$ cat config.mk
export PLATFORM = sky130hd
export DESIGN_NAME = pipeline_stall_ctrl_flat
export DESIGN_NICKNAME = d
export VERILOG_FILES = /design/src/rtl/pipe_ctrl_pkg.sv /design/src/rtl/pipeline_stall_ctrl_if.sv /design/src/rtl/pipe_wait_timer.sv /design/src/rtl/pipeline_stall_ctrl.sv /design/src/flat_wrapper.sv
export SDC_FILE = /design/constraint.sdc
export NUM_CORES = 1
export LEC_CHECK = 0
export CORE_MARGIN = 2
export CORE_UTILIZATION = 55
export CTS_BUF_LIST = sky130_fd_sc_hd__clkbuf_8
export CTS_CLUSTER_DIAMETER = 50
export DETAILED_ROUTE_END_ITERATION = 8
export GPL_TIMING_DRIVEN = 0
export PLACE_DENSITY = 0.88
export SLEW_MARGIN = 25
export SYNTH_ARGS = -nofsm -noshare
export SYNTH_HDL_FRONTEND = slang
export SYNTH_SLANG_ARGS = --single-unit
$ cat constraint.sdc
create_clock -name clk -period 3.25 [get_ports clk]
set_input_delay 0.325 -clock clk [delete_from_list [all_inputs] [get_ports clk]]
set_output_delay 0.325 -clock clk [all_outputs]
set_load 0.01 [all_outputs]
$ cat src/rtl/pipe_ctrl_pkg.sv
// Shared types and constants for the pipeline stall/flush sequencer.
// Optional feature macro: STALL_CNT_EN (stall counters on the top level).
package pipe_ctrl_pkg;

  typedef enum logic [1:0] {
    RUN      = 2'd0,
    MEM_WAIT = 2'd1,
    DIV_WAIT = 2'd2,
    FLUSH    = 2'd3
  } pipe_state_e;

  typedef struct packed {
    logic pc_write;
    logic if_id_write;
    logic if_id_flush;
    logic ctrl_sel;
    logic id_ex_write;
    logic ex_mem_write;
    logic ex_mem_bubble;
    logic mem_wb_bubble;
  } stage_ctrl_t;

  // Free-running pipeline: every stage advances, decoded control passes.
  localparam stage_ctrl_t NORMAL_CTRL = '{
    pc_write: 1'b1, if_id_write: 1'b1, if_id_flush: 1'b0, ctrl_sel: 1'b1,
    id_ex_write: 1'b1, ex_mem_write: 1'b1, ex_mem_bubble: 1'b0, mem_wb_bubble: 1'b0};

  // Memory wait: nothing advances, a bubble drains into WB.
  localparam stage_ctrl_t FREEZE_CTRL = '{
    pc_write: 1'b0, if_id_write: 1'b0, if_id_flush: 1'b0, ctrl_sel: 1'b1,
    id_ex_write: 1'b0, ex_mem_write: 1'b0, ex_mem_bubble: 1'b0, mem_wb_bubble: 1'b1};

  // Redirect: fetch continues from the new PC, wrong-path work is squashed.
  localparam stage_ctrl_t FLUSH_CTRL = '{
    pc_write: 1'b1, if_id_write: 1'b1, if_id_flush: 1'b1, ctrl_sel: 1'b0,
    id_ex_write: 1'b1, ex_mem_write: 1'b1, ex_mem_bubble: 1'b0, mem_wb_bubble: 1'b0};

  // Divide in flight: front end and EX held, bubbles flow on into MEM.
  localparam stage_ctrl_t DIV_CTRL = '{
    pc_write: 1'b0, if_id_write: 1'b0, if_id_flush: 1'b0, ctrl_sel: 1'b1,
    id_ex_write: 1'b0, ex_mem_write: 1'b1, ex_mem_bubble: 1'b1, mem_wb_bubble: 1'b0};

  // Load-use: hold PC and IF/ID for one cycle, bubble into ID/EX.
  localparam stage_ctrl_t LU_CTRL = '{
    pc_write: 1'b0, if_id_write: 1'b0, if_id_flush: 1'b0, ctrl_sel: 1'b0,
    id_ex_write: 1'b1, ex_mem_write: 1'b1, ex_mem_bubble: 1'b0, mem_wb_bubble: 1'b0};

  function automatic logic load_use(input logic mem_read, input logic [4:0] rd,
                                    input logic [4:0] rs1, input logic [4:0] rs2);
    return mem_read && (rd != 5'd0) && ((rd == rs1) || (rd == rs2));
  endfunction

endpackage

$ cat src/rtl/pipeline_stall_ctrl_if.sv
// Hazard inputs and stage-control outputs of the stall sequencer.
// master: the sequencer; slave: the pipeline datapath.
interface pipeline_stall_ctrl_if;
  logic       ID_EX_mem_read;
  logic [4:0] ID_EX_rd;
  logic [4:0] IF_ID_rs1;
  logic [4:0] IF_ID_rs2;
  logic       EX_redirect;
  logic       EX_div_start;
  logic       EX_div_done;
  logic       dmem_req;
  logic       dmem_ready;
  logic       pc_write;
  logic       IF_ID_write;
  logic       IF_ID_flush;
  logic       ctrl_sel;
  logic       ID_EX_write;
  logic       EX_MEM_write;
  logic       EX_MEM_bubble;
  logic       MEM_WB_bubble;
  logic       mem_timeout;
  logic [1:0] cur_state;

  modport master (
    input  ID_EX_mem_read, ID_EX_rd, IF_ID_rs1, IF_ID_rs2, EX_redirect,
           EX_div_start, EX_div_done, dmem_req, dmem_ready,
    output pc_write, IF_ID_write, IF_ID_flush, ctrl_sel, ID_EX_write,
           EX_MEM_write, EX_MEM_bubble, MEM_WB_bubble, mem_timeout, cur_state
  );

  modport slave (
    output ID_EX_mem_read, ID_EX_rd, IF_ID_rs1, IF_ID_rs2, EX_redirect,
           EX_div_start, EX_div_done, dmem_req, dmem_ready,
    input  pc_write, IF_ID_write, IF_ID_flush, ctrl_sel, ID_EX_write,
           EX_MEM_write, EX_MEM_bubble, MEM_WB_bubble, mem_timeout, cur_state
  );
endinterface

$ cat src/rtl/pipe_wait_timer.sv
// 16-bit saturating up-counter: load to 1, count up to LIMIT, clear to 0.
module pipe_wait_timer #(
  parameter int unsigned LIMIT = 255
) (
  input  logic clk,
  input  logic rst_n,
  input  logic clear,
  input  logic load,
  input  logic inc,
  output logic at_limit
);
  localparam logic [15:0] LIM = 16'(LIMIT);

  logic [15:0] count;

  // Wait-cycle count; holds once LIMIT is reached.
  always_ff @(posedge clk or negedge rst_n) begin
    if (!rst_n)                  count <= '0;
    else if (clear)              count <= '0;
    else if (load)               count <= 16'd1;
    else if (inc && count != LIM) count <= count + 16'd1;
  end

  assign at_limit = (count == LIM);
endmodule

$ cat src/rtl/pipeline_stall_ctrl.sv
// Central stall/flush sequencer for the 5-stage pipeline.
// Priority in RUN: memory stall > redirect > divide > load-use.
// Optional macro STALL_CNT_EN adds saturating per-source stall counters.
module pipeline_stall_ctrl
  import pipe_ctrl_pkg::*;
#(
  parameter int unsigned FLUSH_CYCLES = 1,
  parameter int unsigned MEM_TIMEOUT  = 255,
  parameter int unsigned CNT_W        = 32
) (
  input  logic                  clk,
  input  logic                  rst_n,
  pipeline_stall_ctrl_if.master pif
`ifdef STALL_CNT_EN
  ,
  output logic [CNT_W-1:0]      cnt_lu,
  output logic [CNT_W-1:0]      cnt_mem,
  output logic [CNT_W-1:0]      cnt_div,
  output logic [CNT_W-1:0]      cnt_flush
`endif
);

  localparam logic [1:0] FL_RELOAD = 2'(FLUSH_CYCLES - 1);

  pipe_state_e state_q, state_d;
  logic [1:0]  fl_cnt_q, fl_cnt_d;
  stage_ctrl_t ctrl, ctrl_out;
  logic        timeout;
  logic        lu, ms;
  logic        tmr_clear, tmr_load, tmr_inc, tmr_at_limit;
  logic        src_lu, src_mem, src_div, src_flush;

  assign lu = load_use(pif.ID_EX_mem_read, pif.ID_EX_rd, pif.IF_ID_rs1, pif.IF_ID_rs2);
  assign ms = pif.dmem_req && !pif.dmem_ready;

  pipe_wait_timer #(.LIMIT(MEM_TIMEOUT)) u_wait_timer (
    .clk      (clk),
    .rst_n    (rst_n),
    .clear    (tmr_clear),
    .load     (tmr_load),
    .inc      (tmr_inc),
    .at_limit (tmr_at_limit)
  );

  // State and flush-counter registers.
  always_ff @(posedge clk or negedge rst_n) begin
    if (!rst_n) begin
      state_q  <= RUN;
      fl_cnt_q <= '0;
    end else begin
      state_q  <= state_d;
      fl_cnt_q <= fl_cnt_d;
    end
  end

  // Next state, stage controls and per-source activity flags.
  always_comb begin
    state_d   = state_q;
    fl_cnt_d  = fl_cnt_q;
    ctrl      = NORMAL_CTRL;
    timeout   = 1'b0;
    tmr_clear = 1'b0;
    tmr_load  = 1'b0;
    tmr_inc   = 1'b0;
    src_lu    = 1'b0;
    src_mem   = 1'b0;
    src_div   = 1'b0;
    src_flush = 1'b0;
    unique case (state_q)
      RUN: begin
        if (ms) begin
          ctrl     = FREEZE_CTRL;
          src_mem  = 1'b1;
          tmr_load = 1'b1;
          state_d  = MEM_WAIT;
        end else if (pif.EX_redirect) begin
          ctrl      = FLUSH_CTRL;
          src_flush = 1'b1;
          if (FLUSH_CYCLES > 1) begin
            state_d  = FLUSH;
            fl_cnt_d = FL_RELOAD;
          end
        end else if (pif.EX_div_start && !pif.EX_div_done) begin
          ctrl    = DIV_CTRL;
          src_div = 1'b1;
          state_d = DIV_WAIT;
        end else if (lu) begin
          ctrl   = LU_CTRL;
          src_lu = 1'b1;
        end
      end
      MEM_WAIT: begin
        if (ms && tmr_at_limit) begin
          timeout   = 1'b1;
          tmr_clear = 1'b1;
          state_d   = RUN;
        end else if (ms) begin
          ctrl    = FREEZE_CTRL;
          src_mem = 1'b1;
          tmr_inc = 1'b1;
        end else begin
          tmr_clear = 1'b1;
          state_d   = RUN;
          if (lu) begin
            ctrl   = LU_CTRL;
            src_lu = 1'b1;
          end
        end
      end
      DIV_WAIT: begin
        if (ms) begin
          ctrl    = FREEZE_CTRL;
          src_mem = 1'b1;
        end else if (pif.EX_div_done) begin
          state_d = RUN;
        end else begin
          ctrl    = DIV_CTRL;
          src_div = 1'b1;
        end
      end
      FLUSH: begin
        if (ms) begin
          ctrl    = FREEZE_CTRL;
          src_mem = 1'b1;
        end else begin
          ctrl      = FLUSH_CTRL;
          src_flush = 1'b1;
          if (pif.EX_redirect) begin
            fl_cnt_d = FL_RELOAD;
          end else if (fl_cnt_q <= 2'd1) begin
            fl_cnt_d = '0;
            state_d  = RUN;
          end else begin
            fl_cnt_d = fl_cnt_q - 2'd1;
          end
        end
      end
      default: state_d = RUN;
    endcase
  end

  // Reset forces every control low, including ctrl_sel, without waiting for a clock.
  always_comb begin
    ctrl_out = rst_n ? ctrl : '0;
  end

  assign pif.pc_write      = ctrl_out.pc_write;
  assign pif.IF_ID_write   = ctrl_out.if_id_write;
  assign pif.IF_ID_flush   = ctrl_out.if_id_flush;
  assign pif.ctrl_sel      = ctrl_out.ctrl_sel;
  assign pif.ID_EX_write   = ctrl_out.id_ex_write;
  assign pif.EX_MEM_write  = ctrl_out.ex_mem_write;
  assign pif.EX_MEM_bubble = ctrl_out.ex_mem_bubble;
  assign pif.MEM_WB_bubble = ctrl_out.mem_wb_bubble;
  assign pif.mem_timeout   = rst_n && timeout;
  assign pif.cur_state     = state_q;

`ifdef STALL_CNT_EN
  // Saturating count of cycles each hazard source owns the stage controls.
  always_ff @(posedge clk or negedge rst_n) begin
    if (!rst_n) begin
      cnt_lu    <= '0;
      cnt_mem   <= '0;
      cnt_div   <= '0;
      cnt_flush <= '0;
    end else begin
      if (src_lu    && cnt_lu    != '1) cnt_lu    <= cnt_lu    + 1'b1;
      if (src_mem   && cnt_mem   != '1) cnt_mem   <= cnt_mem   + 1'b1;
      if (src_div   && cnt_div   != '1) cnt_div   <= cnt_div   + 1'b1;
      if (src_flush && cnt_flush != '1) cnt_flush <= cnt_flush + 1'b1;
    end
  end
`endif

  // Redirect and divide issue must never coincide; redirect wins in hardware.
  a_redirect_div_excl: assert property (@(posedge clk) disable iff (!rst_n)
    !(pif.EX_redirect && pif.EX_div_start));

endmodule

$ cat src/flat_wrapper.sv
// flat-port wrapper written by rule: the top's interface ports become plain ports
module pipeline_stall_ctrl_flat import pipe_ctrl_pkg::*;
#(
  parameter int unsigned FLUSH_CYCLES = 1,
  parameter int unsigned MEM_TIMEOUT  = 255,
  parameter int unsigned CNT_W        = 32
)
  (clk, rst_n, pif_ID_EX_mem_read, pif_ID_EX_rd, pif_IF_ID_rs1, pif_IF_ID_rs2, pif_EX_redirect, pif_EX_div_start, pif_EX_div_done, pif_dmem_req, pif_dmem_ready, pif_pc_write, pif_IF_ID_write, pif_IF_ID_flush, pif_ctrl_sel, pif_ID_EX_write, pif_EX_MEM_write, pif_EX_MEM_bubble, pif_MEM_WB_bubble, pif_mem_timeout, pif_cur_state);
  pipeline_stall_ctrl_if pif_i ();
  input  logic clk;
  input  logic rst_n;
  input wire logic [$bits(pif_i.ID_EX_mem_read)-1:0] pif_ID_EX_mem_read;
  input wire logic [$bits(pif_i.ID_EX_rd)-1:0] pif_ID_EX_rd;
  input wire logic [$bits(pif_i.IF_ID_rs1)-1:0] pif_IF_ID_rs1;
  input wire logic [$bits(pif_i.IF_ID_rs2)-1:0] pif_IF_ID_rs2;
  input wire logic [$bits(pif_i.EX_redirect)-1:0] pif_EX_redirect;
  input wire logic [$bits(pif_i.EX_div_start)-1:0] pif_EX_div_start;
  input wire logic [$bits(pif_i.EX_div_done)-1:0] pif_EX_div_done;
  input wire logic [$bits(pif_i.dmem_req)-1:0] pif_dmem_req;
  input wire logic [$bits(pif_i.dmem_ready)-1:0] pif_dmem_ready;
  output wire logic [$bits(pif_i.pc_write)-1:0] pif_pc_write;
  output wire logic [$bits(pif_i.IF_ID_write)-1:0] pif_IF_ID_write;
  output wire logic [$bits(pif_i.IF_ID_flush)-1:0] pif_IF_ID_flush;
  output wire logic [$bits(pif_i.ctrl_sel)-1:0] pif_ctrl_sel;
  output wire logic [$bits(pif_i.ID_EX_write)-1:0] pif_ID_EX_write;
  output wire logic [$bits(pif_i.EX_MEM_write)-1:0] pif_EX_MEM_write;
  output wire logic [$bits(pif_i.EX_MEM_bubble)-1:0] pif_EX_MEM_bubble;
  output wire logic [$bits(pif_i.MEM_WB_bubble)-1:0] pif_MEM_WB_bubble;
  output wire logic [$bits(pif_i.mem_timeout)-1:0] pif_mem_timeout;
  output wire logic [$bits(pif_i.cur_state)-1:0] pif_cur_state;
  assign pif_i.ID_EX_mem_read = pif_ID_EX_mem_read;
  assign pif_i.ID_EX_rd = pif_ID_EX_rd;
  assign pif_i.IF_ID_rs1 = pif_IF_ID_rs1;
  assign pif_i.IF_ID_rs2 = pif_IF_ID_rs2;
  assign pif_i.EX_redirect = pif_EX_redirect;
  assign pif_i.EX_div_start = pif_EX_div_start;
  assign pif_i.EX_div_done = pif_EX_div_done;
  assign pif_i.dmem_req = pif_dmem_req;
  assign pif_i.dmem_ready = pif_dmem_ready;
  assign pif_pc_write = pif_i.pc_write;
  assign pif_IF_ID_write = pif_i.IF_ID_write;
  assign pif_IF_ID_flush = pif_i.IF_ID_flush;
  assign pif_ctrl_sel = pif_i.ctrl_sel;
  assign pif_ID_EX_write = pif_i.ID_EX_write;
  assign pif_EX_MEM_write = pif_i.EX_MEM_write;
  assign pif_EX_MEM_bubble = pif_i.EX_MEM_bubble;
  assign pif_MEM_WB_bubble = pif_i.MEM_WB_bubble;
  assign pif_mem_timeout = pif_i.mem_timeout;
  assign pif_cur_state = pif_i.cur_state;
  pipeline_stall_ctrl #(.FLUSH_CYCLES(FLUSH_CYCLES), .MEM_TIMEOUT(MEM_TIMEOUT), .CNT_W(CNT_W)) u_core (.clk(clk), .rst_n(rst_n), .pif(pif_i));
endmodule
## Word-level counts from Yosys, hierarchy flattened

Index checks and enable logic that the tools add are counted.

- Output and inout bits: 11
- Register bits: 20

- Mux-type cells: 36
- Reduce and logical (&&, ||, !) cells: 15
- Equal/unequal tests: 15
- Order comparisons: 1
- Bitwise operators: 1
- $add $sub $neg: 2

Operators by type and width:

| kind | number |
|---|---|
| $mux 8 | 10 |
| $mux 16 | 3 |
| $pmux 8 s4 | 1 |
| $mux 2 | 12 |
| $add 16x1->16 const B | 1 |
| $eq 16x8->1 const B | 1 |
| $ne 16x8->1 const B | 1 |
| $eq 5x5->1 | 2 |
| $mux 1 | 9 |
| $ne 2x2->1 const B | 4 |
| $pmux 2 s4 | 1 |
| $reduce_and 8->1 | 1 |
| $logic_and 1x1->1 | 7 |
| $reduce_bool 5->1 | 1 |
| $eq 2x2->1 const B | 2 |
| $ne 3x1->1 const B | 1 |
| $ne 3x2->1 const B | 1 |
| $ne 3x3->1 const B | 1 |
| $reduce_bool 3->1 | 1 |
| $eq 2x1->1 const B | 1 |
| $le 2x1->1 const B | 1 |
| $logic_not 1->1 | 2 |
| $logic_not 2->1 | 1 |
| $ne 2x1->1 const B | 1 |
| 4 further kinds | 4 |

## Logic depth before layout (Yosys ltp)

- Depth in word-level cells: 9
- Gate-level depth with buffers: 7
- Gate-level depth less buffers: 6

## Modules after synthesis

From an unflattened synthesis, not the netlist that was laid out.

- Cell total of the unflattened synthesis: 172
- Area, all modules: 1410.1 um2

By module, submodules not included:

| module | cells an instance | area an instance (um2) | seq. area each (um2) | times used |
|---|---|---|---|---|
| pipe_wait_timer | 97 | 898.4 | 400.4 | 1 |
| pipeline_stall_ctrl | 75 | 511.7 | 100.1 | 1 |

## Worst setup path after synthesis

Ideal clock, no wire load.

- Kind: reg2out
- From: register u_core.u_wait_timer.count[9]
- To: output port pif_pc_write
- Path buffers: 1
- Stages on the path, launching flop included: 6
- Required time: 2.925 ns
- Arrival time: 2.105 ns
- Setup slack: 0.820 ns
- Path through: dfrtp_1 > or4_4 > nor4_1 > a22oi_1 > o31ai_1 > buf_4

- Word-level cells in the longest chain between the ends: 5

RTL lines:

| what | RTL line | text |
|---|---|---|
| from (decl) | pipe_wait_timer.sv:14 | `logic [15:0] count;` |
| from (signal assigned) | pipe_wait_timer.sv:21 | `else if (inc && count != LIM) count <= count + 16'd1;` |
| $eq 16x8->1 | pipe_wait_timer.sv:24 | `assign at_limit = (count == LIM);` |
| $logic_and 1x1->1 | pipeline_stall_ctrl.sv:93 | `if (ms && tmr_at_limit) begin` |
| $mux 8 | pipeline_stall_ctrl.sv:93 |  |
| $pmux 8 s4 | pipeline_stall_ctrl.sv:69 | `unique case (state_q)` |
| $mux 8 | pipeline_stall_ctrl.sv:144 | `ctrl_out = rst_n ? ctrl : '0;` |
| to (decl) | flat_wrapper.sv:21 | `output wire logic [$bits(pif_i.pc_write)-1:0] pif_pc_write;` |

Every way passes these cells.

## Final worst setup path

Same ends and word-level chain as after synthesis.

==> results.md <==
- Grt met2 use: around 46%
- Vias: about 1,500
- TNS Setup: 0 ns
- Clock Sinks: 20
- Initial antenna violation count: 0
- Layout cells sized above 1: under 10%
- Switching power: ~0.33 mW
- Crit path DAT: between 2 and 3 ns
- Wire per inst: 15.65 µm
- Non-Filler Instances: between 200 and 250
- EDFF count, synth: 0
- H-tree Lvls: 1
- Hold buffers post-CTS: 0
- Die Y: approximately 54 µm
- Ports: 34
- Max-Cap Viols: 0
- Synth Flop Type: dfrtp_1
- Netlist cell types: 42
- Layout fillers: 169
- Count of final max-slew check failures: 0
- Number of setup buffers added after CTS: 0
- Most frequent cells in the layout: clkdlybuf4s50_1 (32), dfrtp_1 (20), nand2_1 (14), a21oi_1 (14), nor2_1 (13)
- Gr busiest metal: met2
- Tcrit/Tclk final: 96.54%
- Global route overflow: 0
- Internal Power: between 0.5 and 0.6 mW
- Switching share of power: 35.99%
- Worst VDD drop: ~0.40 mV
- CTS root buf: clkbuf_8
- Slew @ Worst Pin: between 0.6 and 0.7 ns
- P_leak: a little over 0.7 nW
- Ys Warns: 0
- Vias in the first global route: between 1,000 and 1,500
- Post-synthesis cell area: between 1000 and 1500 µm²
- Fin. Hold Viols: 0
- Share of total power in the clock network: between 20% and 30%
- CTS Buf Count: 3
- Sequential group share of total power: approximately 33%
- Min-delay worst type: input port to async pin
- Final setup viols: 0
- Largest net degree at the start of global routing: 26
- Area Overhead vs Synth: 32.04%
- Post-Syn Area per Cell: 8.324 µm²
- Die Wd: between 50 and 60 µm
- Grt met3 use: about 5.7%
- RSZ-0062 raised after global routing: no
- Top cell type by total area after synthesis: dfrtp_1
- Synthesized Nets: between 150 and 200
- Post-synthesis async set-or-reset flop share: 100.0%
- Met1 Use GR: ~33%
- Clk_lat worst skew: 0.26 ns
- Synth top area share: a little over a third
- Worst reg2reg setup slack: approximately 0.95 ns
- Crit path required time: slightly below 3 ns
- Max transition margin: 59.52%
- Crit. End Element: output pin
- Worst Setup Start Kind: register
- First-pass GRT wire length: around 6 mm
- Gpl congestion: between 0.8 and 0.9
- Worst r2r src: u_core.u_wait_timer.count[9]
- Design Area, Final: 1836 µm²
- Crit Path Category: register to output pin
- Drt total wl: 3.663 mm
- Iter 0 DRT Violations: just over 50
- Cell count after synthesis: roughly 170
- Largest cells by area after synthesis: dfrtp_1 (36%), a21oi_1 (5.0%), a31oi_1 (5.0%)
- Total core area: about 2400 µm²
- Finished Core Util: about three quarters
- Synth Register Bits: 20
- Placed cells: 230
- Peak Freq: between 0.3 and 0.4 GHz
- Row count: 18
- Tot GR Track Use: 27.60%
- Buffers on Ports: 33
- Leading cell type in the layout, fill and taps excluded: clkdlybuf4s50_1
- Antenna diodes: 0
- Pwr Density: between 500 and 600 nW/µm²
- Crit-path max FO: 6
- Reg2Reg Depth: 6
- Clock transition at the registers of the reported paths: 0.08 ns
- Post-DP HPWL: 2.621 mm
- Die area: 2946 µm²
- DRC Markers: 0
- DR vias/cell: 6.325
- Combinational power share: between 30% and 40%
- Placed inst area: 1758 µm²
- Final nets: approximately 230
- Initial core utilization: a little under three fifths
- DR pass1 iterations: 4
- Fin crit period: 3.138 ns
- Outcome: complete, no violations
- CTS max path bufs: 2
- Worst R2R End: u_core.u_wait_timer.count[13]
- Clock skew: 0.004177 ns
- CTS tree: done
- Routed Antenna Nets: 0
- Worst hold slack: about 0.031 ns
- Seq/Total Area, Yosys: between 30% and 40%
-- cell type report --
class / instances / area, µm² / area share (%)
clock buffer: 3 / 41.29 / 2.249
tap: 30 / 37.54 / 2.045
clock inverter: 1 / 30.03 / 1.636
buffer: 6 / 33.78 / 1.840
inverter: 3 / 11.26 / 0.6135
multi-input combinational: 138 / 855.8 / 46.63
timing repair buffer: 33 / 325.3 / 17.72
sequential: 20 / 500.5 / 27.27
-- power by group through the flow --
stage / combinational [mW] / clock, mW / sequential [mW]
floorplan: 0.208 / 0 / 0.308
CTS: 0.360 / 0.253 / 0.307
global route: 0.398 / 0.266 / 0.314
detailed placement: 0.353 / 0 / 0.311
finish: 0.364 / 0.256 / 0.309
global placement: 0.346 / 0 / 0.310
-- worst max-delay path by stage --
stage	start	to	cells past startpoint
floorplan	u_core.u_wait_timer.count[9]	pif_pc_write	5
global placement	rst_n	pif_pc_write	7
detailed placement	rst_n	pif_pc_write	7
CTS	u_core.u_wait_timer.count[9]	pif_pc_write	6
global route	u_core.u_wait_timer.count[9]	pif_pc_write	6
finish	u_core.u_wait_timer.count[9]	pif_pc_write	7
-- sequential cells by signal, summed over array words and instances, names as in the netlist --
register and count:
u_core.pif.cur_state 2, u_core.u_wait_timer.count 16, u_core.fl_cnt_q 2
-- stage by stage --
stage	power, mW	setup slack [ns]
finish	0.9293	0.1124
global route	0.9776	0.01377
CTS	0.9212	0.05446
detailed placement	0.6639	0.07049
global placement	0.6554	0.1350
floorplan	0.5156	0.8199
-- critical path, cell delays in order (launching register included) --
cell and delay [ns]:
dfrtp_1 0.45, or4_4 0.59, nor4_2 0.38, and3_1 0.23
o22ai_1 0.11, o31ai_2 0.10, buf_4 0.16, clkdlybuf4s50_1 0.52
-- synthesized netlist by cell type (2+ instances only) --
cell type   n
a21oi_1    14
a21oi_2     3
a22o_1      2
a31oi_1    11
and2_1      2
and3_1      2
clkbuf_1    4
dfrtp_1    20
inv_1       3
mux2i_1     2
nand2_1    14
nand2b_1    3
nand3_1     9
nand4_1     2
nor2_1     13
nor2_2      2
nor2b_1     3
nor3_1      6
nor4_1      3
o21ai_0    11
o22ai_1     2
or3_1       6
or4_1       2
xnor2_1     5
xor2_1      6
-- routing by layer --
| layer | vias up | wire (µm) |
|---|---|---|
| met5 | - | 0 |
| met4 | 0 | 89 |
| met3 | 8 | 247 |
| met2 | 59 | 1758 |
| met1 | 712 | 1568 |
| li1 | 701 | - |
-- repair_timing --
| item | 4_1_cts | 5_1_grt |
|---|---|---|
| hold endpoints to repair | 0 | 0 |
| cloned | 0 | 0 |
| resized for setup | 1 | 1 |
| endpoints found under the setup margin | 1 | 1 |
-- cells by family after synthesis --
kind of cell    after synthesis  synth area share [%]
simple gates                 69                 25.38
compound gates               55                 26.10
flops                        20                 36.00
xor+xnor                     11                 6.931
buf+inv                       9                 3.240
mux                           2                 1.440
fa+ha+maj                     1                0.8999
Power figures use the tool's default switching activity.
==> variant: new RTL, config.mk and constraints unchanged <==
Register the output `pif.mem_timeout`, without a reset; this adds one clock of latency there.
--- a/src/rtl/pipeline_stall_ctrl.sv
+++ b/src/rtl/pipeline_stall_ctrl.sv
@@ -152,7 +152,9 @@
   assign pif.EX_MEM_write  = ctrl_out.ex_mem_write;
   assign pif.EX_MEM_bubble = ctrl_out.ex_mem_bubble;
   assign pif.MEM_WB_bubble = ctrl_out.mem_wb_bubble;
-  assign pif.mem_timeout   = rst_n && timeout;
+  always_ff @(posedge clk) begin
+    pif.mem_timeout <= rst_n && timeout;
+  end
   assign pif.cur_state     = state_q;
 
 `ifdef STALL_CNT_EN
Function: same outputs for any inputs over 10 cycles, from zero or initial values and one cycle with rst_n low; that may be too few to reach the edited logic, so the function may still have changed.
==> variant against the unedited design <==
First-iteration DRC count is 9.8% lower. Worst setup slack better by 0.0099 ns. Die area is 0.59% lower. Final cell count is 2.6% higher. Area after synthesis is 0.63% lower. Wire length is 1.3% lower. Sequential cell count is 1 higher. Core utilization is 0.62 points lower. Critical path depth is 1 higher. Final area is 0.82% lower. Clock skew is 0.0036 ns higher. Highest routed layer unchanged.
Power is not compared: it rests on default switching activity, and its combinational part moved more than twofold at a synthesized area within 25%.
==> variant: results (changes against the unedited design) <==
Synth
  • Mapped Cells: 169 (+1.2%)
  • Adder-cell area share of the yosys netlist: 0.906% (+0.0057 points)
  • Synth Area in Compound Gates: 19.9% (-6.2 points)
  • Synthesized net count: 193 (+1.0%)
  • Top post-synthesis cells by count: dfrtp_1, nand2_1, nor2_1, a21oi_1, a31oi_1

Place
  • Pre-CTS setup slack: 0.239 ns (+0.169 ns)
  • Placer Congestion: 0.911 (+1.9%)
  • Placed cells: 232 (+0.87%)

Critical path
  • Crit-path max cell delay: 0.56 ns (-0.03 ns)
  • Reg-to-reg critical path endpoint: u_core.u_wait_timer.count[3]$_DFFE_PN0P_
  • CP max FO: 8 (+2)
  • Reg2reg setup slack: 1.13 ns (+0.18 ns)
  • Worst path slowest cell: or4_1

Outcome
  • Status: complete, no violations

Routing
  • DRC marker count from the first detailed-route iteration: 46 (-9.8%)
  • Final wirelength: 3620 um (-1.3%)

GRT
  • First-pass GRT wire length: 5580 um (-5.4%)
  • Vias in the first global route: 1283 (-8.9%)
  • M2 GR Usage: 46.1% (+0.36 points)

STA
  • Final Skew: 0.00781 ns (+0.00363 ns)
  • Rel. slew slack: 54.5% (-5.1 points)
  • F_max: 320 MHz (+0.32%)
  • Worst hold slack: 0.0344 ns (+0.00337 ns)

Layout
  • Area of the multi-input gates: 822 um2 (-3.9%)
  • Share of cells above drive strength 1: 8.10% (-0.24 points)
  • Nets: 235 (+2.6%)
[variant: per-layer routing]
metal	wire [um]	share of wire (%)	up-vias
met3	208	5.8	7
met5	0	0	-
met4	31	0.86	0
met2	1810	50	44
li1	-	-	697
met1	1570	43	675
[variant: kinds of logic (layout without fill, tap and decap cells)]
logic type,Yosys count,after routing
and+or+nand+nor,80,80
buffers and inverters,8,49
DFF,21,21
adders and majority gates,1,1
xor gates and xnor gates,14,14
AOI/OAI and AO/OA,45,45
[variant: layout make-up]
type,count,share of cell area [%]
Tap cell,30,2.06
Clock inverter,1,0.275
Buffer,7,1.92
Multi-Input combinational cell,140,45.2
Timing Repair Buffer,37,19.5
Inverter,1,0.206
Sequential cell,21,28.6
Clock buffer,3,2.27
